===== src/rtl/mem_access_unit_if.sv =====
// Data-memory bus between the MEM-stage access unit and a variable-latency data memory.
// The unit drives the request side; the memory returns a one-cycle ack with read data.
interface mem_access_unit_if;
  logic        req;
  logic        we;
  logic [31:0] addr;
  logic [31:0] wdata;
  logic [3:0]  be;
  logic        ack;
  logic [31:0] rdata;

  modport master (
    output req,
    output we,
    output addr,
    output wdata,
    output be,
    input  ack,
    input  rdata
  );

  modport slave (
    input  req,
    input  we,
    input  addr,
    input  wdata,
    input  be,
    output ack,
    output rdata
  );
endinterface


===== src/rtl/mem_access_unit.sv =====
// MEM-stage load/store unit: issues byte/half/word accesses over a req/ack bus,
// stalls the pipeline while an access is outstanding and extends load data.
module mem_access_unit (
  input  logic               clk,
  input  logic               rst,
  input  logic               mem_read_in,
  input  logic               mem_write_in,
  input  logic [1:0]         mem_size_in,
  input  logic               mem_unsigned_in,
  input  logic [31:0]        addr_in,
  input  logic [31:0]        store_data_in,
  output logic [31:0]        load_data_out,
  output logic               stall_out,
  output logic               err_out,
  mem_access_unit_if.master  dmem
);

  typedef enum logic [1:0] {
    IDLE = 2'b00,
    BUSY = 2'b01,
    DONE = 2'b10
  } state_t;

  state_t      state_r;
  state_t      nextState_s;
  logic        access_s;
  logic        aligned_s;
  logic        legal_s;
  logic [1:0]  size_r;
  logic        zeroExt_r;
  logic [1:0]  offset_r;

  // Replicate the right-aligned store operand into every lane it may land in.
  function automatic logic [31:0] formatWdata(input logic [1:0] size, input logic [31:0] data);
    logic [31:0] result;
    case (size)
      2'b00:   result = {4{data[7:0]}};
      2'b01:   result = {2{data[15:0]}};
      default: result = data;
    endcase
    return result;
  endfunction

  function automatic logic [3:0] formatBe(input logic [1:0] size, input logic [1:0] offset);
    logic [3:0] result;
    case (size)
      2'b00:   result = 4'b0001 << offset;
      2'b01:   result = offset[1] ? 4'b1100 : 4'b0011;
      default: result = 4'b1111;
    endcase
    return result;
  endfunction

  function automatic logic [31:0] formatLoad(input logic [31:0] word, input logic [1:0] size,
                                              input logic zeroExt, input logic [1:0] offset);
    logic [7:0]  laneByte;
    logic [15:0] laneHalf;
    logic [31:0] result;
    laneByte = word[{offset, 3'b000} +: 8];
    laneHalf = offset[1] ? word[31:16] : word[15:0];
    case (size)
      2'b00:   result = zeroExt ? {24'h000000, laneByte} : {{24{laneByte[7]}}, laneByte};
      2'b01:   result = zeroExt ? {16'h0000, laneHalf} : {{16{laneHalf[15]}}, laneHalf};
      default: result = word;
    endcase
    return result;
  endfunction

  // Access legality: exactly one of read/write, naturally aligned for its size.
  always_comb begin
    access_s  = mem_read_in | mem_write_in;
    aligned_s = 1'b1;
    case (mem_size_in)
      2'b00:   aligned_s = 1'b1;
      2'b01:   aligned_s = ~addr_in[0];
      default: aligned_s = (addr_in[1:0] == 2'b00);
    endcase
    legal_s = access_s & ~(mem_read_in & mem_write_in) & aligned_s;
  end

  // Stall and error flags; inputs are only meaningful while IDLE.
  always_comb begin
    stall_out = 1'b0;
    err_out   = 1'b0;
    if (state_r == IDLE) begin
      stall_out = legal_s;
      err_out   = access_s & ~legal_s;
    end else if (state_r == BUSY) begin
      stall_out = 1'b1;
    end else begin
      stall_out = 1'b0;
    end
  end

  // Next-state logic; DONE always returns to IDLE so the held instruction is not reissued.
  always_comb begin
    nextState_s = state_r;
    case (state_r)
      IDLE: begin
        if (legal_s) begin
          nextState_s = BUSY;
        end else begin
          nextState_s = IDLE;
        end
      end
      BUSY: begin
        if (dmem.ack) begin
          nextState_s = DONE;
        end else begin
          nextState_s = BUSY;
        end
      end
      DONE:    nextState_s = IDLE;
      default: nextState_s = IDLE;
    endcase
  end

  // State register, latched access attributes, bus outputs and load result.
  always_ff @(posedge clk) begin
    if (rst) begin
      state_r       <= IDLE;
      size_r        <= 2'b00;
      zeroExt_r     <= 1'b0;
      offset_r      <= 2'b00;
      dmem.req      <= 1'b0;
      dmem.we       <= 1'b0;
      dmem.addr     <= 32'h0000_0000;
      dmem.wdata    <= 32'h0000_0000;
      dmem.be       <= 4'b0000;
      load_data_out <= 32'h0000_0000;
    end else begin
      state_r <= nextState_s;
      case (state_r)
        IDLE: begin
          if (legal_s) begin
            size_r     <= mem_size_in;
            zeroExt_r  <= mem_unsigned_in;
            offset_r   <= addr_in[1:0];
            dmem.req   <= 1'b1;
            dmem.we    <= mem_write_in;
            dmem.addr  <= {addr_in[31:2], 2'b00};
            dmem.wdata <= formatWdata(mem_size_in, store_data_in);
            dmem.be    <= formatBe(mem_size_in, addr_in[1:0]);
          end
        end
        BUSY: begin
          if (dmem.ack) begin
            dmem.req <= 1'b0;
            if (!dmem.we) begin
              load_data_out <= formatLoad(dmem.rdata, size_r, zeroExt_r, offset_r);
            end
          end
        end
        DONE: begin
          dmem.req <= 1'b0;
        end
        default: begin
          dmem.req <= 1'b0;
        end
      endcase
    end
  end

endmodule


===== src/flat_wrapper.sv =====
// flat-port wrapper written by rule: the top's interface ports become plain ports
module mem_access_unit_flat 
  (clk, rst, mem_read_in, mem_write_in, mem_size_in, mem_unsigned_in, addr_in, store_data_in, load_data_out, stall_out, err_out, dmem_req, dmem_we, dmem_addr, dmem_wdata, dmem_be, dmem_ack, dmem_rdata);
  mem_access_unit_if dmem_i ();
  input  logic clk;
  input  logic rst;
  input  logic mem_read_in;
  input  logic mem_write_in;
  input  logic [1:0] mem_size_in;
  input  logic mem_unsigned_in;
  input  logic [31:0] addr_in;
  input  logic [31:0] store_data_in;
  output logic [31:0] load_data_out;
  output logic stall_out;
  output logic err_out;
  output wire logic [$bits(dmem_i.req)-1:0] dmem_req;
  output wire logic [$bits(dmem_i.we)-1:0] dmem_we;
  output wire logic [$bits(dmem_i.addr)-1:0] dmem_addr;
  output wire logic [$bits(dmem_i.wdata)-1:0] dmem_wdata;
  output wire logic [$bits(dmem_i.be)-1:0] dmem_be;
  input wire logic [$bits(dmem_i.ack)-1:0] dmem_ack;
  input wire logic [$bits(dmem_i.rdata)-1:0] dmem_rdata;
  assign dmem_req = dmem_i.req;
  assign dmem_we = dmem_i.we;
  assign dmem_addr = dmem_i.addr;
  assign dmem_wdata = dmem_i.wdata;
  assign dmem_be = dmem_i.be;
  assign dmem_i.ack = dmem_ack;
  assign dmem_i.rdata = dmem_rdata;
  mem_access_unit u_core (.clk(clk), .rst(rst), .mem_read_in(mem_read_in), .mem_write_in(mem_write_in), .mem_size_in(mem_size_in), .mem_unsigned_in(mem_unsigned_in), .addr_in(addr_in), .store_data_in(store_data_in), .load_data_out(load_data_out), .stall_out(stall_out), .err_out(err_out), .dmem(dmem_i));
endmodule

===== config.mk =====
export PLATFORM = sky130hd
export DESIGN_NAME = mem_access_unit_flat
export DESIGN_NICKNAME = d
export VERILOG_FILES = /design/src/rtl/mem_access_unit_if.sv /design/src/rtl/mem_access_unit.sv /design/src/flat_wrapper.sv
export SDC_FILE = /design/constraint.sdc
export NUM_CORES = 1
export LEC_CHECK = 0
export CORE_UTILIZATION = 42
export CTS_CLUSTER_SIZE = 20
export DETAILED_ROUTE_END_ITERATION = 7
export GPL_TIMING_DRIVEN = 0
export PLACE_DENSITY = 0.82
export SLEW_MARGIN = 20
export SYNTH_ARGS = -nofsm -noshare
export SYNTH_HDL_FRONTEND = slang
export SYNTH_SLANG_ARGS = --single-unit

===== constraint.sdc =====
create_clock -name clk -period 2.6 [get_ports clk]
set_input_delay 0.78 -clock clk [delete_from_list [all_inputs] [get_ports clk]]
set_output_delay 0.78 -clock clk [all_outputs]
set_load 0.005 [all_outputs]

# Word level (Yosys, flattened, before mapping)

Index checks and enable logic that the tools add are counted.

Register bits: 107
Output and inout bits: 104
Word-level logic and storage cells: 50

Equal/unequal tests: 5
Shift-type cells: 2
Mux-type cells: 17
Bitwise operators: 9
Reduce and logical (&&, ||, !) cells: 7

Operators with widths:

| kind                  | number |
|---|---|
| $pmux W32 S2          | 2 |
| $mux W32              | 2 |
| $shiftx A32 B6 Y8     | 1 |
| $mux W16              | 1 |
| $logic_not A2 Y1      | 4 |
| $pmux W4 S2           | 1 |
| $eq A2 B1 Y1 const B  | 3 |
| $mux W1               | 6 |
| $and A1 B1 Y1         | 4 |
| $mux W4               | 1 |
| $not A1 Y1            | 4 |
| $pmux W1 S2           | 2 |
| $pmux W2 S2           | 1 |
| $reduce_and A2 Y1     | 2 |
| $shl A1 B2 Y4 const A | 1 |
| $reduce_and A3 Y1     | 1 |
| $mux W2               | 1 |
| $ne A2 B1 Y1 const B  | 1 |
| $ne A2 B2 Y1 const B  | 1 |
| $or A1 B1 Y1          | 1 |

# Depth between registers and ports, before layout

Gate-level depths: netlist of run 1.

Depth in word-level cells: 7
Mapped depth: 8

# Worst setup path before layout of run 1

Ideal clock, no wire load.

Path type: input port to output port
From: input mem_size_in[1]
To: output err_out
Arrival time: 1500 ps
Data required time: 1820 ps
Slack: 320 ps
Cell stages on the path: 4
Buffers on the path: 1
Cells stage by stage: nor2_1 > buf_2 > o21ai_0 > nor4b_1

Cells in the longest elaborated chain, start to end: 6

Ends and longest elaborated chain:

| what                                             | RTL line              | RTL |
|---|---|---|
| start: declaration                               | flat_wrapper.sv:9     | `input logic [1:0] mem_size_in;` |
| $eq A2 B1 Y1 or $logic_not A2 Y1 (tied branches) | mem_access_unit.sv:73 | `case (mem_size_in)` |
| $pmux W1 S2 *                                    | mem_access_unit.sv:73 |  |
| $and A1 B1 Y1 *                                  | mem_access_unit.sv:78 | `legal_s = access_s & ~(mem_read_in & mem_write_in) & aligned_s;` |
| $not A1 Y1 *                                     | mem_access_unit.sv:87 | `err_out = access_s & ~legal_s;` |
| $and A1 B1 Y1 *                                  | mem_access_unit.sv:87 |  |
| $mux W1 *                                        | mem_access_unit.sv:85 | `if (state_r == IDLE) begin` |
| end: declaration                                 | flat_wrapper.sv:15    | `output logic err_out;` |

Mark *: on every way between the ends. The rest lies on a longest branch, timed or not.

# Worst setup path in the final report of run 1

From: input mem_write_in
To: output err_out

Cells in the longest elaborated chain, start to end: 7

Ends and longest elaborated chain:

| what                       | RTL line              | RTL |
|---|---|---|
| start: declaration         | flat_wrapper.sv:8     | `input logic mem_write_in;` |
| $and A1 B1 Y1              | mem_access_unit.sv:78 |  |
| $not A1 Y1                 | mem_access_unit.sv:78 |  |
| $and A1 B1 Y1 (2 in a row) | mem_access_unit.sv:78 |  |
| $not A1 Y1                 | mem_access_unit.sv:87 |  |
| $and A1 B1 Y1 *            | mem_access_unit.sv:87 |  |
| $mux W1 *                  | mem_access_unit.sv:85 |  |

Marks and branches as above.

==> impl_metrics.json, run 1 <==
{
  "cp.required_ns": 1.82,
  "synth_edf_count": 0,
  "post-cts-setup-buffers": 0,
  "synth_compound_area_share_pct": 22.76,
  "die_w_um": 107.5,
  "cts_tree": "done",
  "power-per-cell-area_mw_per_mm2": 542.9,
  "maxCapViolations": 0,
  "peakVddDrop_mv": 0.3650,
  "worst_pin_slew_ns": 1.024,
  "max_stage_delay_ns": 0.24,
  "layout_common_cells": "clkdlybuf4s50_1 (196), nand2_1 (132), dfxtp_1 (107)",
  "power_mw": 3.878,
  "dp_hpwl_um": 12100,
  "layout_commonest_cell": "clkdlybuf4s50_1",
  "synth_flop_cell": "dfxtp_1",
  "gp_congestion": 0.9094,
  "floorplan.core_area_mm2": 0.01084,
  "grt_pass1_vias": 4909,
  "start_util_pct": 43.10,
  "r2r-start": "u_core.offset_r[0]$_SDFFE_PP0P_",
  "ys_types": 41,
  "drt-initial-drc-count": 366,
  "finalCritPeriodShare_pct": 99.38,
  "clk-insertion-delay-late_ns": 0.37,
  "drive_above_1_share_pct": 9.195,
  "r2r_cells": 3,
  "routed-via-count": 5055,
  "cp_data_arrival_time_ns": 1.80,
  "avgRoutedWirePerCell_um": 17.25,
  "slowest_stage": "dlygate4sd2_1",
  "hold_ws_ns": 0.4587,
  "syn-cell-area_mm2": 0.004672,
  "ys.warnings.count": 0,
  "die_h_um": 107.5,
  "cts.path.max_buffers": 2,
  "grt_util_all_layers_pct": 27.81,
  "antenna_found_initial": 0,
  "ys_async_sr_fraction_pct": 0,
  "dp.cells": 907,
  "cp.depth": 6,
  "area_growth_pct": 52.89,
  "synth_mux_area_share_pct": 7.231,
  "relSlewSlack_pct": 31.59,
  "synth_top_family_by_area": "compound AO/OA/AOI/OAI gates",
  "worstHoldPathType": "reg -> reg",
  "yosysSeqAreaShare_pct": 45.85,
  "status": "completed",
  "cp-end-kind": "output pin",
  "post-route-min-period_ns": 2.584,
  "hold_viol_final": 0,
  "cp_cell_sequence": "dlygate4sd2_1 > inv_1 > ha_4 > o21ai_4 > nor4b_4 > buf_2",
  "io_buffers": 204,
  "drc": 0,
  "die_area_mm2": 0.01155,
  "fin_cells": 923,
  "avgSynthCellArea_um2": 8.313,
  "setup_viol": 0,
  "hold_depth": 2,
  "grt_pass1_wl_um": 24960,
  "r2r_slack_ns": 0.67,
  "synth_fa_ha_area_share_pct": 0.2678,
  "synthTopCellsByArea": "dfxtp_1 (46%), nand2_1 (11%), a21oi_1 (6.9%)",
  "cp-startpoint": "mem_write_in",
  "slew_viol_final": 0,
  "crit_type": "in -> out",
  "cts_buffers": 9,
  "fin_util_pct": 65.89,
  "finClkSkew_ns": 0.01065,
  "critPathMaxFanout": 3,
  "leakagePower_nw": 2.531,
  "row_count": 38,
  "numClockSinks": 107,
  "first_pass_iters": 5,
  "io_pins": 208,
  "overflow": 0,
  "ant_nets": 0,
  "synth-xor-area-share_pct": 0,
  "via_per_inst": 5.477,
  "cp-start-kind": "input port",
  "grt_max_degree": 20,
  "synthSimpleGateAreaFrac_pct": 17.92,
  "cp_top_family": "buffers and inverters",
  "n_antenna_cell": 0,
  "critPathCapture": "err_out",
  "worst_r2r_endpoint": "u_core.load_data_out[5]$_SDFFE_PP0P_",
  "fin_nets": 883,
  "yosysTopAreaCell": "dfxtp_1",
  "ys_seq_elements": 107,
  "max_freq_ghz": 0.3870,
  "h-tree-depth": 3,
  "synth_top_area_share_pct": 45.85,
  "synthCells": 562,
  "drt_wl_total_um": 15920,
  "path_buf_inv": 3,
  "clkTransAtPathRegs_ns": 0.10,
  "cts_root_buffer": "clkbuf_8"
}
synthesized netlist by cell type (all sizes together), types with 2 or more instances:
library cell	count
mux2	14
nor2	49
or3	2
nor3	2
mux2i	18
a211oi	44
a311oi	10
buf	24
clkbuf	25
nand2	133
inv	7
o22ai	3
dfxtp	107
nand3b	7
nor3b	2
o211ai	8
o21ai	19
a22oi	9
nand2b	2
a21oi	65
per-stage QoR:
step	area (um^2)	worst slack, ns	setup TNS (ns)
after floorplan	4676	0.3202	0
after global placement	6893	-0.9071	-13.87
after detailed placement	6893	-0.9234	-18.34
after CTS	7131	0.003748	0
after global routing	7143	-0.04578	-0.04578
final	7143	0.01621	0
tightest hold or removal path, delay by kind of cell (launching register included):
family,cells,cell delay [ns]
AOI/OAI and AO/OA,1,0.05
DFF,1,0.32
and+or+nand+nor,1,0.05
cell type report:
| cell class | count | area [um^2] |
|---|---|---|
| plain buffers | 49 | 251.5 |
| clock buffers | 10 | 137.6 |
| clock inverters | 6 | 81.33 |
| fillers | 895 | 3697 |
| inverters | 8 | 30.03 |
| multi-input cells | 399 | 2303 |
| flip-flops and latches | 107 | 2142 |
| well taps | 140 | 175.2 |
| repair buffers | 204 | 2022 |
power by group:
| part | internal [mW] | switching, mW |
|---|---|---|
| clock network | 0.493 | 0.620 |
| registers | 1.76 | 0.0706 |
| logic | 0.506 | 0.431 |
flip-flops by register name, summed over array words and instances, names as in the netlist:
name / flops
u_core.dmem.addr: 30
u_core.dmem.be: 4
u_core.dmem.req: 1
u_core.dmem.wdata: 32
u_core.dmem.we: 1
u_core.load_data_out: 32
u_core.offset_r: 2
u_core.size_r: 2
u_core.state_r: 2
u_core.zeroExt_r: 1
cell families after synthesis:
group           after synthesis
simple gates                202
compound gates              162
flops                       107
buf+inv                      57
mux                          32
fa+ha+maj                     1
other cells                   1
layer usage:
layer | up-vias | track usage [%] | share of wire (%) | routed length (um)
met4 | 0 | 9.002 | 2.6 | 409
met5 | - | 0 | 0 | 0
met2 | 275 | 47.10 | 48 | 7645
met1 | 2344 | 32.97 | 40 | 6289
met3 | 47 | 9.383 | 9.9 | 1576
li1 | 2389 | - | - | -
how the worst min path moves through the flow:
stage                                      start                                 to  slack [ns]
2_1_floorplan      u_core.zeroExt_r$_SDFFE_PP0P_      u_core.zeroExt_r$_SDFFE_PP0P_        0.44
3_3_place_gp    u_core.dmem.addr[8]$_SDFFE_PP0P_   u_core.dmem.addr[8]$_SDFFE_PP0P_        0.44
3_5_place_dp       u_core.zeroExt_r$_SDFFE_PP0P_      u_core.zeroExt_r$_SDFFE_PP0P_        0.45
4_1_cts            u_core.zeroExt_r$_SDFFE_PP0P_      u_core.zeroExt_r$_SDFFE_PP0P_        0.46
5_1_grt        u_core.dmem.addr[11]$_SDFFE_PP0P_  u_core.dmem.addr[11]$_SDFFE_PP0P_        0.48
6_report           u_core.zeroExt_r$_SDFFE_PP0P_      u_core.zeroExt_r$_SDFFE_PP0P_        0.46
repair_timing:
| item | CTS | global route |
|---|---|---|
| endpoints found under the setup margin | 2 | 2 |
| hold buffers | 0 | 0 |
| pin swaps | 1 | 0 |
| gates resized for setup | 23 | 4 |
Power figures use the tool's default switching activity.
==> run 2: changes to the inputs <==
--- a/config.mk
+++ b/config.mk
@@ -5,11 +5,13 @@
 export SDC_FILE = /design/constraint.sdc
 export NUM_CORES = 1
 export LEC_CHECK = 0
-export CORE_UTILIZATION = 42
+export CELL_PAD_IN_SITES_DETAIL_PLACEMENT = 0
+export CELL_PAD_IN_SITES_GLOBAL_PLACEMENT = 1
+export CORE_UTILIZATION = 30
 export CTS_CLUSTER_SIZE = 20
 export DETAILED_ROUTE_END_ITERATION = 7
 export GPL_TIMING_DRIVEN = 0
-export PLACE_DENSITY = 0.82
+export PLACE_DENSITY = 0.83
 export SLEW_MARGIN = 20
 export SYNTH_ARGS = -nofsm -noshare
 export SYNTH_HDL_FRONTEND = slang
==> run 2 against run 1 <==
Net effect: design area increased by 1.6%; fmax increased by 2.2%; worst setup slack improved by 0.056 ns; via count decreased by 4.2%.
==> impl_metrics.json, run 2 (synthesis gave the netlist of run 1 again) <==
{
  "cp.required_ns": 1.82,
  "clk-insertion-delay-late_ns": 0.36,
  "routed-via-count": 4841,
  "fin_nets": 884,
  "layout_common_cells": "clkdlybuf4s50_1 (196), nand2_1 (132), dfxtp_1 (107)",
  "largestRegisters": "u_core.dmem.wdata x32, u_core.load_data_out x32, u_core.dmem.addr x30",
  "cts_tree": "done",
  "fillers": 1501,
  "critPathMaxFanout": 3,
  "finalCritPeriodShare_pct": 97.21,
  "min-delay-start": "u_core.dmem.addr[24]$_SDFFE_PP0P_",
  "power-per-cell-area_mw_per_mm2": 560.6,
  "netSwitchingPower_mw": 1.128,
  "power_frac_seq_pct": 44.9,
  "grt_pass1_vias": 5133,
  "r2r-start": "u_core.offset_r[0]$_SDFFE_PP0P_",
  "cts_root_buffer": "clkbuf_16",
  "start_util_pct": 30.73,
  "drt_wl_total_um": 16690,
  "first_pass_iters": 4,
  "combPwrFrac_pct": 23.1,
  "drt-initial-drc-count": 245,
  "grt_util_all_layers_pct": 21.40,
  "peakVddDrop_mv": 0.4110,
  "cp.depth": 6,
  "max_stage_delay_ns": 0.26,
  "grt_max_degree": 17,
  "dp.cells": 955,
  "p_int_mw": 2.942,
  "cts-hold-fix-buffers": 0,
  "die_h_um": 126.8,
  "antenna_found_initial": 0,
  "row_count": 45,
  "pwr-share-clk_pct": 32.1,
  "clkTransAtPathRegs_ns": 0.07,
  "worst_pin_slew_ns": 1.064,
  "io_pins": 208,
  "grt_pass1_wl_um": 26720,
  "via_per_inst": 4.986,
  "numClockSinks": 107,
  "floorplan.core_area_mm2": 0.01520,
  "area_growth_pct": 55.38,
  "place_ws_ns": -1.032,
  "hold_path_end": "u_core.dmem.addr[24]$_SDFFE_PP0P_",
  "slowest_stage": "dlygate4sd2_1",
  "post-route-min-period_ns": 2.528,
  "cp_cell_sequence": "dlygate4sd2_1 > inv_2 > ha_4 > o21ai_4 > nor4b_4 > buf_2",
  "r2r_cells": 3,
  "relSlewSlack_pct": 28.89,
  "slew_viol_final": 0,
  "hold_viol_final": 0,
  "rsz0062_at_grt": "false",
  "worst_slack_ns": 0.07249,
  "max_freq_ghz": 0.3956,
  "layout_commonest_cell": "clkdlybuf4s50_1",
  "worst_r2r_endpoint": "u_core.load_data_out[0]$_SDFFE_PP0P_",
  "dp_hpwl_um": 12660,
  "switching_share_pct": 27.71,
  "fin_cells": 971,
  "cp-end-kind": "output pin",
  "crit_type": "in -> out",
  "cp_top_family": "buffers and inverters",
  "drive_above_1_share_pct": 9.451,
  "h-tree-depth": 3,
  "ant_nets": 0,
  "n_antenna_cell": 0,
  "leakagePower_nw": 2.554,
  "drc": 0,
  "gp_congestion": 0.8389,
  "path_buf_inv": 3,
  "cp_data_arrival_time_ns": 1.75,
  "avgRoutedWirePerCell_um": 17.19,
  "status": "completed",
  "overflow": 0,
  "die_w_um": 126.8,
  "worstHoldPathType": "reg -> reg",
  "r2r_slack_ns": 0.71,
  "maxCapViolations": 0,
  "power_mw": 4.070,
  "cts.path.max_buffers": 2,
  "finClkSkew_ns": 0.008448,
  "setup_viol": 0,
  "cp-start-kind": "input port",
  "hold_depth": 2,
  "io_buffers": 204,
  "die_area_mm2": 0.01608,
  "cts_buffers": 9
}
[run 2: cell count changes in the layout (fill, tap and decap cells not counted), sizes merged]
cell           change
inv                -2
clkdlybuf4s15      +1
bufinv             -1
buf                +1
dlygate4sd2        -2
clkbuf             +3
[run 2: area by class of cell]
class	instances	area, um^2	share of cell area [%]
Buffer	49	251.5	3.464
Clock buffer	12	246.5	3.395
Clock inverter	3	22.52	0.3102
Inverter	8	30.03	0.4137
Multi-Input combinational cell	399	2303	31.73
Sequential cell	107	2142	29.51
Tap cell	188	235.2	3.240
Timing Repair Buffer	205	2028	27.94
[run 2: power by group through the flow]
stage / Clock [mW] / Sequential (mW) / Combinational (mW)
finish: 1.30 / 1.83 / 0.939
CTS: 1.34 / 1.83 / 0.944
global route: 1.41 / 1.84 / 1.03
floorplan: 0 / 1.86 / 0.389
global placement: 0 / 1.85 / 0.923
detailed placement: 0 / 1.86 / 0.932
[run 2: how the worst max path moves through the flow]
stage | from | to | slack (ns)
5_1_grt | addr_in[1] | err_out | 0.0009
6_report | mem_read_in | err_out | 0.07
4_1_cts | mem_write_in | err_out | 0.04
3_5_place_dp | mem_size_in[1] | err_out | -1.03
2_1_floorplan | mem_size_in[1] | err_out | 0.32
3_3_place_gp | mem_size_in[1] | err_out | -0.93
[run 2: metal layers]
metal / global-route usage (%) / vias up / wire, um
met5: 0 / - / 0
met3: 9.405 / 25 / 1598
li1: - / 2390 / -
met1: 23.66 / 2245 / 6891
met4: 7.703 / 0 / 351
met2: 36.43 / 181 / 7848
[run 2: per-stage QoR]
step / utilization [%] / instance area [um^2] / TNS [ns] / hold slack (ns)
finish: 47.75 / 7259 / 0 / 0.4556
global route: 47.75 / 7259 / 0 / 0.4752
floorplan: - / 4676 / 0 / 0.4363
CTS: 47.79 / 7266 / 0 / 0.4556
global placement: 45.74 / 6953 / -17.99 / 0.4414
detailed placement: 45.74 / 6953 / -21.03 / 0.4469
[run 2: timing repair]
item                                    in CTS  in global routing
buffers inserted                             1                  0
pin swaps                                    2                  1
gates resized for setup                     28                  5
gates cloned                                 0                  0
endpoints found under the setup margin       5                  1
[run 2: worst register-to-register path: stages (launching register included)]
cell and delay, ns:
dfxtp_1 0.42, nor3b_1 0.88, a22oi_1 0.23, a211oi_1 0.27
